$ cat config.mk
export PLATFORM = sky130hd
export DESIGN_NAME = spi_pwm_master
export DESIGN_NICKNAME = d
export VERILOG_FILES = /design/src/rtl/spi_pwm_master.sv
export SDC_FILE = /design/constraint.sdc
export NUM_CORES = 1
export LEC_CHECK = 0
export CAP_MARGIN = 20
export CELL_PAD_IN_SITES_DETAIL_PLACEMENT = 1
export CELL_PAD_IN_SITES_GLOBAL_PLACEMENT = 1
export CORE_ASPECT_RATIO = 1.4
export CORE_MARGIN = 2
export CORE_UTILIZATION = 43
export CTS_BUF_LIST = sky130_fd_sc_hd__clkbuf_4
export CTS_CLUSTER_DIAMETER = 120
export CTS_CLUSTER_SIZE = 30
export DETAILED_ROUTE_END_ITERATION = 16
export PLACE_DENSITY = 0.8
export SLEW_MARGIN = 5
export SYNTH_ARGS = -nofsm -noshare
export SYNTH_HDL_FRONTEND = slang
export SYNTH_SLANG_ARGS = --single-unit
$ cat constraint.sdc
create_clock -name clk -period 2.3 [get_ports clk]
set_clock_uncertainty 0.2 [all_clocks]
set_input_delay 0.575 -clock clk [delete_from_list [all_inputs] [get_ports clk]]
set_output_delay 0.575 -clock clk [all_outputs]
set_load 0.01 [all_outputs]
$ cat src/rtl/spi_pwm_master.sv
// SPI mode-0 master: sends one FRAME_BITS frame MSB first per accepted start and
// captures the reply on miso. sclk comes from a clock-enable divider in the clk domain.
module spi_pwm_master #(
    parameter int unsigned FRAME_BITS = 32,
    parameter int unsigned CLK_DIV    = 4
) (
    input  logic                  clk,
    input  logic                  rst,
    input  logic                  start,
    input  logic [FRAME_BITS-1:0] tx_data,
    output logic                  ready,
    output logic                  busy,
    output logic                  done,
    output logic [FRAME_BITS-1:0] rx_data,
    output logic                  sclk,
    output logic                  ss_n,
    output logic                  mosi,
    input  logic                  miso
);

    localparam int unsigned DIV_W = (CLK_DIV > 1) ? $clog2(CLK_DIV) : 1;
    localparam int unsigned BIT_W = $clog2(FRAME_BITS + 1);

    typedef enum logic [2:0] {
        S_IDLE,
        S_SETUP,
        S_HIGH,
        S_LOW,
        S_GAP
    } state_t;

    state_t                  state_q, state_d;
    logic [DIV_W-1:0]        div_q, div_d;
    logic [BIT_W-1:0]        bit_q, bit_d;
    logic [FRAME_BITS-1:0]   tx_sh_q, tx_sh_d;
    logic [FRAME_BITS-1:0]   rx_sh_q, rx_sh_d;
    logic [FRAME_BITS-1:0]   rx_data_q, rx_data_d;
    logic                    mosi_q, mosi_d;
    logic                    done_q, done_d;

    logic div_last;
    logic gap_last;
    logic last_bit;

    assign div_last = (div_q == DIV_W'(CLK_DIV - 1));
    assign gap_last = (div_q == DIV_W'(CLK_DIV - 2));
    assign last_bit = (bit_q == BIT_W'(FRAME_BITS - 1));

    always_ff @(posedge clk) begin
        if (rst) begin
            state_q   <= S_IDLE;
            div_q     <= '0;
            bit_q     <= '0;
            tx_sh_q   <= '0;
            rx_sh_q   <= '0;
            rx_data_q <= '0;
            mosi_q    <= 1'b0;
            done_q    <= 1'b0;
        end else begin
            state_q   <= state_d;
            div_q     <= div_d;
            bit_q     <= bit_d;
            tx_sh_q   <= tx_sh_d;
            rx_sh_q   <= rx_sh_d;
            rx_data_q <= rx_data_d;
            mosi_q    <= mosi_d;
            done_q    <= done_d;
        end
    end

    always_comb begin
        state_d   = state_q;
        div_d     = div_q;
        bit_d     = bit_q;
        tx_sh_d   = tx_sh_q;
        rx_sh_d   = rx_sh_q;
        rx_data_d = rx_data_q;
        mosi_d    = mosi_q;
        done_d    = 1'b0;
        unique case (state_q)
            S_IDLE: begin
                if (start) begin
                    state_d = S_SETUP;
                    tx_sh_d = tx_data;
                    mosi_d  = tx_data[FRAME_BITS-1];
                    div_d   = '0;
                    bit_d   = '0;
                    rx_sh_d = '0;
                end
            end
            S_SETUP, S_LOW: begin
                if (div_last) begin
                    div_d = '0;
                    if (state_q == S_LOW) begin
                        bit_d = bit_q + BIT_W'(1);
                    end
                    if (state_q == S_LOW && last_bit) begin
                        state_d   = S_GAP;
                        done_d    = 1'b1;
                        rx_data_d = rx_sh_q;
                    end else begin
                        state_d = S_HIGH;
                        rx_sh_d = {rx_sh_q[FRAME_BITS-2:0], miso};
                    end
                end else begin
                    div_d = div_q + DIV_W'(1);
                end
            end
            S_HIGH: begin
                if (div_last) begin
                    div_d   = '0;
                    state_d = S_LOW;
                    // zeros shift in behind the data, so the bit after the last one is 0
                    tx_sh_d = tx_sh_q << 1;
                    mosi_d  = tx_sh_q[FRAME_BITS-2];
                end else begin
                    div_d = div_q + DIV_W'(1);
                end
            end
            S_GAP: begin
                // D-1 gap cycles plus the idle accept cycle keep ss_n high for D cycles
                if (gap_last) begin
                    div_d   = '0;
                    state_d = S_IDLE;
                end else begin
                    div_d = div_q + DIV_W'(1);
                end
            end
            default: state_d = S_IDLE;
        endcase
    end

    always_comb begin
        ready   = (state_q == S_IDLE);
        busy    = (state_q != S_IDLE);
        sclk    = (state_q == S_HIGH);
        ss_n    = !((state_q == S_SETUP) || (state_q == S_HIGH) || (state_q == S_LOW));
        mosi    = mosi_q;
        done    = done_q;
        rx_data = rx_data_q;
    end

endmodule

==> key figures, run 1 <==
Run status
  • Status: completed

Logic synthesis
  • #FFs+latches synth: 108
  • Syn Area/Cell: 9.50 um2
  • Ranking of synthesized cells by area: dfxtp_1 44%, mux2i_1 13%, nand2b_1 13%
  • Post-Syn Area: around 4900 um2
  • Cells after synthesis: 512
  • Synth cell types: 41
  • Post-synthesis sequential area ratio: 0.444
  • Post-synth top area share: 0.444
  • Post-synth EDFFs: 0
  • Prevailing post-synth register cell: dfxtp_1
  • Area leader, netlist: dfxtp_1
  • Post-synth net total: 553
  • Post-synthesis async set-or-reset flop share: 0
  • Synth warn: 0

Routing
  • Router iterations before antenna repair: 4
  • Drt wl/cell: 15.8 um
  • DR vias: 3,858
  • Remaining antenna violation count: 0
  • WL final: 11,400 um
  • Vias/cell: 5.33
  • DR DRC count: 0
  • Number of DRC markers in iteration 0: 123

STA
  • WHS: 0.280 ns
  • Slew @ Worst Pin: 0.553 ns
  • Setup TNS Final: 0 ns
  • Max-slew headroom: 0.631
  • Fmax: 447 MHz
  • Slack of the critical path: 0.0644 ns
  • Final cycle utilization of the critical path: 0.972
  • Setup repair after global routing missed its margin: false
  • Setup Viol. Count Final: 0
  • Fin crit period: 2.24 ns
  • Final slew viol count: 0
  • Final Hold Viols: 0

Hold path
  • Worst Min Path Start: rx_data[19]$_SDFFE_PP0P_
  • WHS Endpoint: rx_data[19]$_SDFFE_PP0P_
  • HP Class: flop to flop
  • WHS Path Cells: 2

Global route
  • Number of global-route vias before repair: 4,115
  • Total track usage: 0.197
  • Pin count of the biggest net entering global routing: 53
  • Gr ovfl total: 0
  • Antenna violations before repair: 1
  • First-pass GRT wire length: approximately 19,000 um

Critical path
  • Worst flop-to-flop path endpoint: rx_sh_q[30]$_SDFFE_PP0P_
  • Reg2reg setup slack: 0.25 ns
  • RR Startpoint: bit_q[0]$_SDFFE_PP0P_
  • Crit-path max FO: 4
  • Data required, critical path: 1.52 ns
  • Worst Setup Start Kind: flop
  • Critical path class: flop to output pin
  • Critical Path End Type: output pin
  • Worst Path Arrival: 1.46 ns
  • Reg2Reg Depth: 5

Clock network
  • CTS max path bufs: 2
  • Worst-Skew Late Latency: between 0.4 and 0.5 ns
  • H-tree depth: 3
  • CTS tree: done
  • CTS sink cnt: 108
  • Clock tree root driver cell: clkbuf_4
  • Num CTS Buffers: 9
  • Clock transition at the registers of the reported paths: 0.15 ns

Die
  • Core area: around 11,000 um2
  • Placement Rows: 46
  • Die span in y: 130 um
  • Die Wd: between 90 and 100 um
  • # IOs: 74
  • Starting density of the core: 0.436
  • Full die area: approximately 12,000 um2

Layout
  • Fillers: about 1.3k
  • Area of the multi-input gates: 2460 um2
  • Layout Nets: about 620
  • Area grow syn2layout: 21.8%
  • FF/Latch Area: 2170 um2
  • Layout cell share with drive strength beyond 1: 0.0967
  • Final Util: 0.531

Job
  • Max cap viols: 0

Place
  • DP Worst Slack: -0.0880 ns
  • Hpwl dp: 8010 um
  • Routability cong.: 0.794
  • PortBufs: 73

Power and ir drop
  • Worst VDD drop: 0.305 mV
  • Pwr dens: ~570 nW/um2
  • Overall power: around 3.4 mW
  • P_leak: ~2.3 nW
worst max path at each step:
stage | startpoint | to | slack [ns] | depth (start not counted)
global placement | start | bit_q[5]$_SDFFE_PP0P_ | 0.02 | 5
floorplan | rst | mosi$_SDFFE_PP0P_ | 0.39 | 5
detailed placement | start | bit_q[2]$_SDFFE_PP0P_ | -0.09 | 5
finish | state_q[2]$_SDFFE_PP0P_ | busy | 0.06 | 2
CTS | state_q[1]$_SDFFE_PP0P_ | ready | 0.01 | 3
global route | state_q[2]$_SDFFE_PP0P_ | busy | 0.02 | 2
metrics by stage:
step	cells	area (um2)
5_1_grt	724	5930
3_5_place_dp	707	5790
3_3_place_gp	707	5790
6_report	724	5930
4_1_cts	723	5930
2_1_floorplan	512	4870
critical path: stages, from the launching register on:
cell and delay, ns:
dfxtp_2 0.36, or3_4 0.39, clkdlybuf4s15_1 0.25
logic make-up (layout without fill, tap and decap cells):
group	count (synthesis)	count (layout)	share of synthesized area
muxes	67	67	0.144
adders and majority gates	5	5	0.0129
buffers and inverters	48	115	0.0517
and+or+nand+nor	203	203	0.228
DFF	108	108	0.444
other	0	1	0
AOI/OAI and AO/OA	81	81	0.120
sequential cells by signal, summed over array words and instances (netlist names):
name     cells
done         1
mosi         1
state_q      3
tx_sh_q     31
rx_data     32
div_q        2
rx_sh_q     32
bit_q        6
where the power goes:
group / internal [mW] / switching (mW) / total (mW) / leakage, nW
clock: 0.352 / 0.615 / 0.967 / 0.0771
sequential: 1.94 / 0.0397 / 1.98 / 0.879
combinational: 0.227 / 0.236 / 0.463 / 1.30
area by class of cell:
type | count | area share
antenna | 1 | 0.000422
clock buffer | 11 | 0.0139
clock inverter | 4 | 0.00823
inverter | 6 | 0.00464
multi-input combinational | 356 | 0.415
sequential | 108 | 0.366
tap | 144 | 0.0304
timing repair buffer | 94 | 0.161
cells in the mapped netlist, types with 5 or more instances:
library cell  number
dfxtp_1          108
nand2_1           68
nand3_1            8
nand2b_1          99
buf_6              5
mux2i_1           64
a311oi_1          31
buf_4              5
inv_1              5
clkbuf_1          24
buf_2              8
ha_1               5
nor2b_1            5
a21oi_1           37
nor2_1             6
timing repair:
| action | 4_1_cts | 5_1_grt |
|---|---|---|
| pin swaps | 0 | 0 |
| buffers inserted | 1 | 0 |
| gates resized for setup | 18 | 1 |
| hold buffers | 0 | 0 |
| endpoints found under the setup margin | 4 | 1 |
per-layer routing:
metal	routed length, um	global-route usage	vias to the layer above
li1	-	-	1885
met1	4820	0.225	1873
met2	5990	0.358	80
met3	354	0.0381	20
met4	247	0.0784	0
met5	0	0	-
cell usage in the layout (no fill, tap or decap), drive strengths merged, types with 2 or more instances in the layout:
cell type	instances
a211oi	2
a21oi	38
a311oi	34
buf	25
clkbuf	11
clkdlybuf4s50	68
clkinv	3
dfxtp	108
ha	5
inv	6
mux2i	64
mux4	2
nand2	68
nand2b	99
nand3	8
nand3b	3
nand4b	2
nor2	6
nor2b	5
or3	2
(Power assumes the default switching activity.)
==> run 2, diff against run 1 <==
Settings changed: CORE_UTILIZATION 43 to 40, PLACE_DENSITY 0.8 to 0.75.
==> run 2 against run 1 <==
Against the previous run: critical path depth stayed put; setup slack got worse by 0.0073 ns; clock power is 14% lower; critical path type unchanged; register-to-register slack lost 0.02 ns; worst hold slack gained 0.0053 ns; global-route usage fell by 2.6 points; routed wire length down 3.9%; largest power group unchanged; sequential share of layout area increased by 0.29 points; maximum frequency fell by 0.32%.
==> key figures, run 2 (same netlist as run 1, synthesis figures left out) <==
Critical path
  • Reg2Reg Depth: 5
  • Worst Setup Start Kind: flop
  • Crit-path max FO: 4
  • Reg2reg setup slack: 0.23 ns
  • RR Startpoint: div_q[0]$_SDFFE_PP0P_
  • Worst flop-to-flop path endpoint: rx_sh_q[2]$_SDFFE_PP0P_
  • Critical Path End Type: output pin
  • Critical path class: flop to output pin
  • Data required, critical path: approximately 1.5 ns
  • Worst Path Arrival: 1.47 ns

Routing
  • Number of DRC markers in iteration 0: 160
  • DR DRC count: 0
  • Drt wl/cell: around 15 um
  • WL final: 11,000 um
  • Remaining antenna violation count: 0
  • Vias/cell: between 5 and 6
  • Router iterations before antenna repair: 4
  • DR vias: 3,847

Global route
  • Number of global-route vias before repair: 3,923
  • Antenna violations before repair: 0
  • M1 GR Usage: 0.206
  • GR Layer Usage met3: 0.0223
  • Pin count of the biggest net entering global routing: ~110
  • GRT met2 Usage: 0.309
  • Gr ovfl total: 0
  • First-pass GRT wire length: 18,700 um
  • GRT Max-Usage Layer: met2
  • Total track usage: 0.171

Die
  • Starting density of the core: 0.412
  • # IOs: 74
  • Die Wd: 97.2 um
  • Core area: 11,800 um2
  • Full die area: 13,100 um2
  • Die span in y: 135 um
  • Placement Rows: 47

Power and ir drop
  • Worst VDD drop: 0.211 mV
  • P_leak: ~2.2 nW
  • Pwr dens: 554 nW/um2

Clock network
  • Clock transition at the registers of the reported paths: 0.16 ns
  • Num CTS Buffers: 9
  • H-tree depth: 3
  • Cts hold-fix bufs: 0
  • CTS max path bufs: 2
  • CTS tree: done
  • CTS sink cnt: 108
  • Clock tree root driver cell: clkbuf_4
  • Worst-Skew Late Latency: about 0.46 ns

Place
  • Routability cong.: ~0.79
  • Hpwl dp: between 7000 and 8000 um
  • Placed cell areas: 5770 um2
  • PortBufs: 73

Run status
  • Status: completed

Layout
  • Fillers: around 1.4k
  • Most common cell after layout, fill and taps aside: dfxtp_1
  • Post-Layout Inst Area: 5880 um2
  • Layout cell share with drive strength beyond 1: 0.0934
  • Layout Nets: 615
  • Antenna cells: 0
  • Commonest cells after routing, fill and taps aside: 105 x dfxtp_1, 99 x nand2b_1, 68 x nand2_1, 68 x clkdlybuf4s50_1, 64 x mux2i_1
  • Area grow syn2layout: 20.9%

Job
  • Max cap viols: 0

Hold path
  • Worst Min Path Start: rx_data[11]$_SDFFE_PP0P_
  • WHS Path Cells: 2
  • WHS Endpoint: rx_data[11]$_SDFFE_PP0P_
  • HP Class: flop to flop

STA
  • Fin crit period: 2.24 ns
  • Final slew viol count: 0
  • WHS: around 0.29 ns
  • Max-slew headroom: 0.640
  • Setup repair after global routing missed its margin: false
  • Fmax: 446 MHz
  • Setup TNS Final: 0 ns
  • Final Hold Viols: 0
  • Slew @ Worst Pin: 0.540 ns
  • Final cycle utilization of the critical path: 0.975
  • Setup Viol. Count Final: 0
-- run 2: cell count changes in the layout (fill, tap and decap cells not counted), sizes merged --
cell	before	now
buf	25	24
clkinvlp	0	1
clkbuf	11	12
inv	6	5
bufinv	1	0
diode	1	0
-- run 2: critical path, stage by stage (launching register included) --
cell,delay (ns)
dfxtp_4,0.39
or3_4,0.38
clkdlybuf4s15_1,0.24
-- run 2: how the worst max path moves through the flow --
stage / start / endpoint / slack, ns / depth (start not counted)
after floorplan: rst / mosi$_SDFFE_PP0P_ / 0.39 / 5
after global placement: start / bit_q[5]$_SDFFE_PP0P_ / 0.009 / 5
after detailed placement: start / bit_q[2]$_SDFFE_PP0P_ / -0.05 / 5
after CTS: state_q[2]$_SDFFE_PP0P_ / busy / 0.02 / 2
after global routing: state_q[2]$_SDFFE_PP0P_ / busy / 0.002 / 2
final: state_q[2]$_SDFFE_PP0P_ / busy / 0.06 / 2
-- run 2: cell type report --
cell class,count,area (um2),share of cell area
Inverter,6,27.5,0.00468
Clock buffer,12,90.1,0.0153
Sequential cell,108,2170,0.369
Timing Repair Buffer,93,936,0.159
Multi-Input combinational cell,356,2460,0.419
Clock inverter,3,15.0,0.00255
Tap cell,147,184,0.0313
-- run 2: what timing repair did --
| action | CTS | global route |
|---|---|---|
| endpoints found under the setup margin | 4 | 0 |
| setup buffers | 1 | 0 |
| gates resized for setup | 20 | 0 |
-- run 2: metrics by stage --
stage / instances / utilization / total power [mW] / setup slack, ns
floorplan: 512 / - / 2.30 / 0.386
global placement: 709 / 0.488 / 2.46 / 0.00900
detailed placement: 709 / 0.488 / 2.48 / -0.0504
CTS: 725 / 0.498 / 3.30 / 0.0227
global route: 725 / 0.498 / 3.43 / 0.00178
finish: 725 / 0.498 / 3.26 / 0.0571
-- run 2: metal layers --
layer	part of all wire	routed length [um]
met1	0.44	4790
met5	0	0
met4	0.015	163
met2	0.52	5730
met3	0.026	287
-- run 2: where the power goes --
| part | internal (mW) | switching, mW | total, mW |
|---|---|---|---|
| sequential | 1.94 | 0.0402 | 1.98 |
| clock | 0.248 | 0.583 | 0.831 |
| combinational | 0.221 | 0.229 | 0.450 |
| total | 2.41 | 0.852 | 3.26 |
==> run 3, diff against run 2 <==
==> constraint.sdc (replaced) <==
create_clock -name clk -period 2.3 [get_ports clk]
set_clock_uncertainty 0.2 [all_clocks]
set_input_delay 0.575 -clock clk [delete_from_list [all_inputs] [get_ports clk]]
set_output_delay 0.575 -clock clk [all_outputs]
set_load 0.02 [all_outputs]
==> run 3 against run 2 <==
Against the previous run: clock power rose by 16%; sequential cell count unchanged; first-iteration DRC count decreased by 63%; routed wire length grew 1.4%; setup slack better by 0.029 ns; power increased by 4.3%; sequential share of layout area shrank 0.28 points; register-to-register slack about the same; critical path type unchanged; critical endpoint is now rx_data[14]; largest power group unchanged; highest routed layer unchanged.
==> key figures, run 3 (same netlist as run 1, synthesis figures left out) <==
Run status
  • Status: completed

Global route
  • Number of global-route vias before repair: about 4k
  • Gr ovfl total: 0
  • Total track usage: 0.173
  • Antenna violations before repair: 0
  • First-pass GRT wire length: 18,900 um
  • Pin count of the biggest net entering global routing: 41

Layout
  • Antenna cells: 0
  • Area grow syn2layout: 21.7%
  • Layout Nets: 615
  • Most common cell after layout, fill and taps aside: dfxtp_1
  • Final Util: 0.501
  • Layout cell share with drive strength beyond 1: 0.0950
  • Commonest cells after routing, fill and taps aside: 105 x dfxtp_1, 99 x nand2b_1, 68 x nand2_1

Place
  • Hpwl dp: 7830 um
  • PortBufs: 73
  • Routability cong.: 0.761

Critical path
  • Worst Setup Start Kind: flop
  • Data required, critical path: about 1.5 ns
  • Crit-path max FO: 2
  • Reg2reg setup slack: 0.23 ns
  • Worst flop-to-flop path endpoint: bit_q[5]$_SDFFE_PP0P_
  • Worst path max stage delay: slightly above 0.6 ns
  • Critical path class: flop to output pin
  • Reg2Reg Depth: 4
  • Critical Path End Type: output pin
  • Worst-path cell chain: clkdlybuf4s50_1
  • Critical Path Stages: 1
  • Worst Path Arrival: between 1 and 1.5 ns
  • Critical path's slowest cell: clkdlybuf4s50_1
  • WP buf/inv: 1
  • Cell family with most CP delay: buffers and inverters
  • RR Startpoint: div_q[0]$_SDFFE_PP0P_

Die
  • Die Wd: 97.2 um
  • Full die area: 13,100 um2
  • Die span in y: 135 um
  • Core area: 11,800 um2
  • # IOs: 74
  • Starting density of the core: 0.412
  • Placement Rows: 47

Clock network
  • CTS sink cnt: 108
  • Num CTS Buffers: 9
  • Cts hold-fix bufs: 0
  • Worst-Skew Late Latency: 0.46 ns
  • Clock tree root driver cell: clkbuf_4
  • H-tree depth: 3
  • Post-CTS sizing: 17
  • Clock transition at the registers of the reported paths: between 0.15 and 0.2 ns
  • CTS tree: done
  • Setup Fix Bufs, Post-CTS: 0
  • CTS max path bufs: 2

STA
  • Fin crit period: 2.21 ns
  • Max-slew headroom: 0.648
  • Setup repair after global routing missed its margin: false
  • Setup TNS Final: 0 ns
  • Fmax: 452 MHz
  • Final Hold Viols: 0
  • Slew @ Worst Pin: 0.528 ns
  • Setup Viol. Count Final: 0
  • Final cycle utilization of the critical path: 0.962
  • Final slew viol count: 0

Power and ir drop
  • Pwr dens: 574 nW/um2
  • Worst VDD drop: 0.248 mV
  • P_leak: 2.38 nW

Routing
  • Drt wl/cell: 15.3 um
  • DR vias: between 3k and 4k
  • Number of DRC markers in iteration 0: slightly below 60
  • Vias/cell: 5.26
  • DR DRC count: 0
  • WL final: 11,100 um
  • Router iterations before antenna repair: 4
  • Remaining antenna violation count: 0

Hold path
  • Worst Min Path Start: rx_sh_q[31]$_SDFFE_PP0P_
  • HP Class: flop to flop
  • WHS Endpoint: rx_data[31]$_SDFFE_PP0P_
  • WHS Path Cells: 2

Job
  • Max cap viols: 0
-- run 3: where the power goes --
part	internal [mW]	switching, mW	leakage, nW
Sequential	1.94	0.0368	0.879
Combinational	0.221	0.240	1.43
Clock	0.328	0.634	0.0710
-- run 3: metrics by stage --
step / power (mW) / instance area (um2) / setup WS [ns] / cells / hold WS (ns)
2_1_floorplan: 2.30 / 4870 / 0.347 / 512 / 0.249
3_3_place_gp: 2.47 / 5780 / 0.0126 / 710 / 0.258
3_5_place_dp: 2.49 / 5780 / -0.0546 / 710 / 0.270
4_1_cts: 3.45 / 5910 / 0.00746 / 726 / 0.281
5_1_grt: 3.56 / 5920 / 0.000218 / 726 / 0.307
6_report: 3.40 / 5920 / 0.0866 / 726 / 0.274
-- run 3: per-layer routing --
| metal | track usage | vias up | share of wire | wire length [um] |
|---|---|---|---|---|
| met5 | 0 | - | 0 | 0 |
| met2 | 0.331 | 63 | 0.53 | 5920 |
| met4 | 0.0586 | 0 | 0.015 | 164 |
| met1 | 0.193 | 1862 | 0.43 | 4740 |
| met3 | 0.0295 | 12 | 0.028 | 310 |
| li1 | - | 1884 | - | - |
-- run 3: how the worst max path moves through the flow --
stage | from | to | slack (ns)
2_1_floorplan | state_q[2]$_SDFFE_PP0P_ | ready | 0.35
3_3_place_gp | start | bit_q[5]$_SDFFE_PP0P_ | 0.01
3_5_place_dp | start | bit_q[4]$_SDFFE_PP0P_ | -0.05
4_1_cts | state_q[2]$_SDFFE_PP0P_ | busy | 0.007
5_1_grt | rx_data[6]$_SDFFE_PP0P_ | rx_data[6] | 0.0002
6_report | rx_data[14]$_SDFFE_PP0P_ | rx_data[14] | 0.09
-- run 3: layout make-up --
class | instances | area (um2)
clock inverter | 7 | 67.6
sequential | 108 | 2170
fill | 1372 | 5900
clock buffer | 9 | 67.6
tap | 147 | 184
timing repair buffer | 93 | 951
multi-input combinational | 356 | 2460
inverter | 6 | 27.5
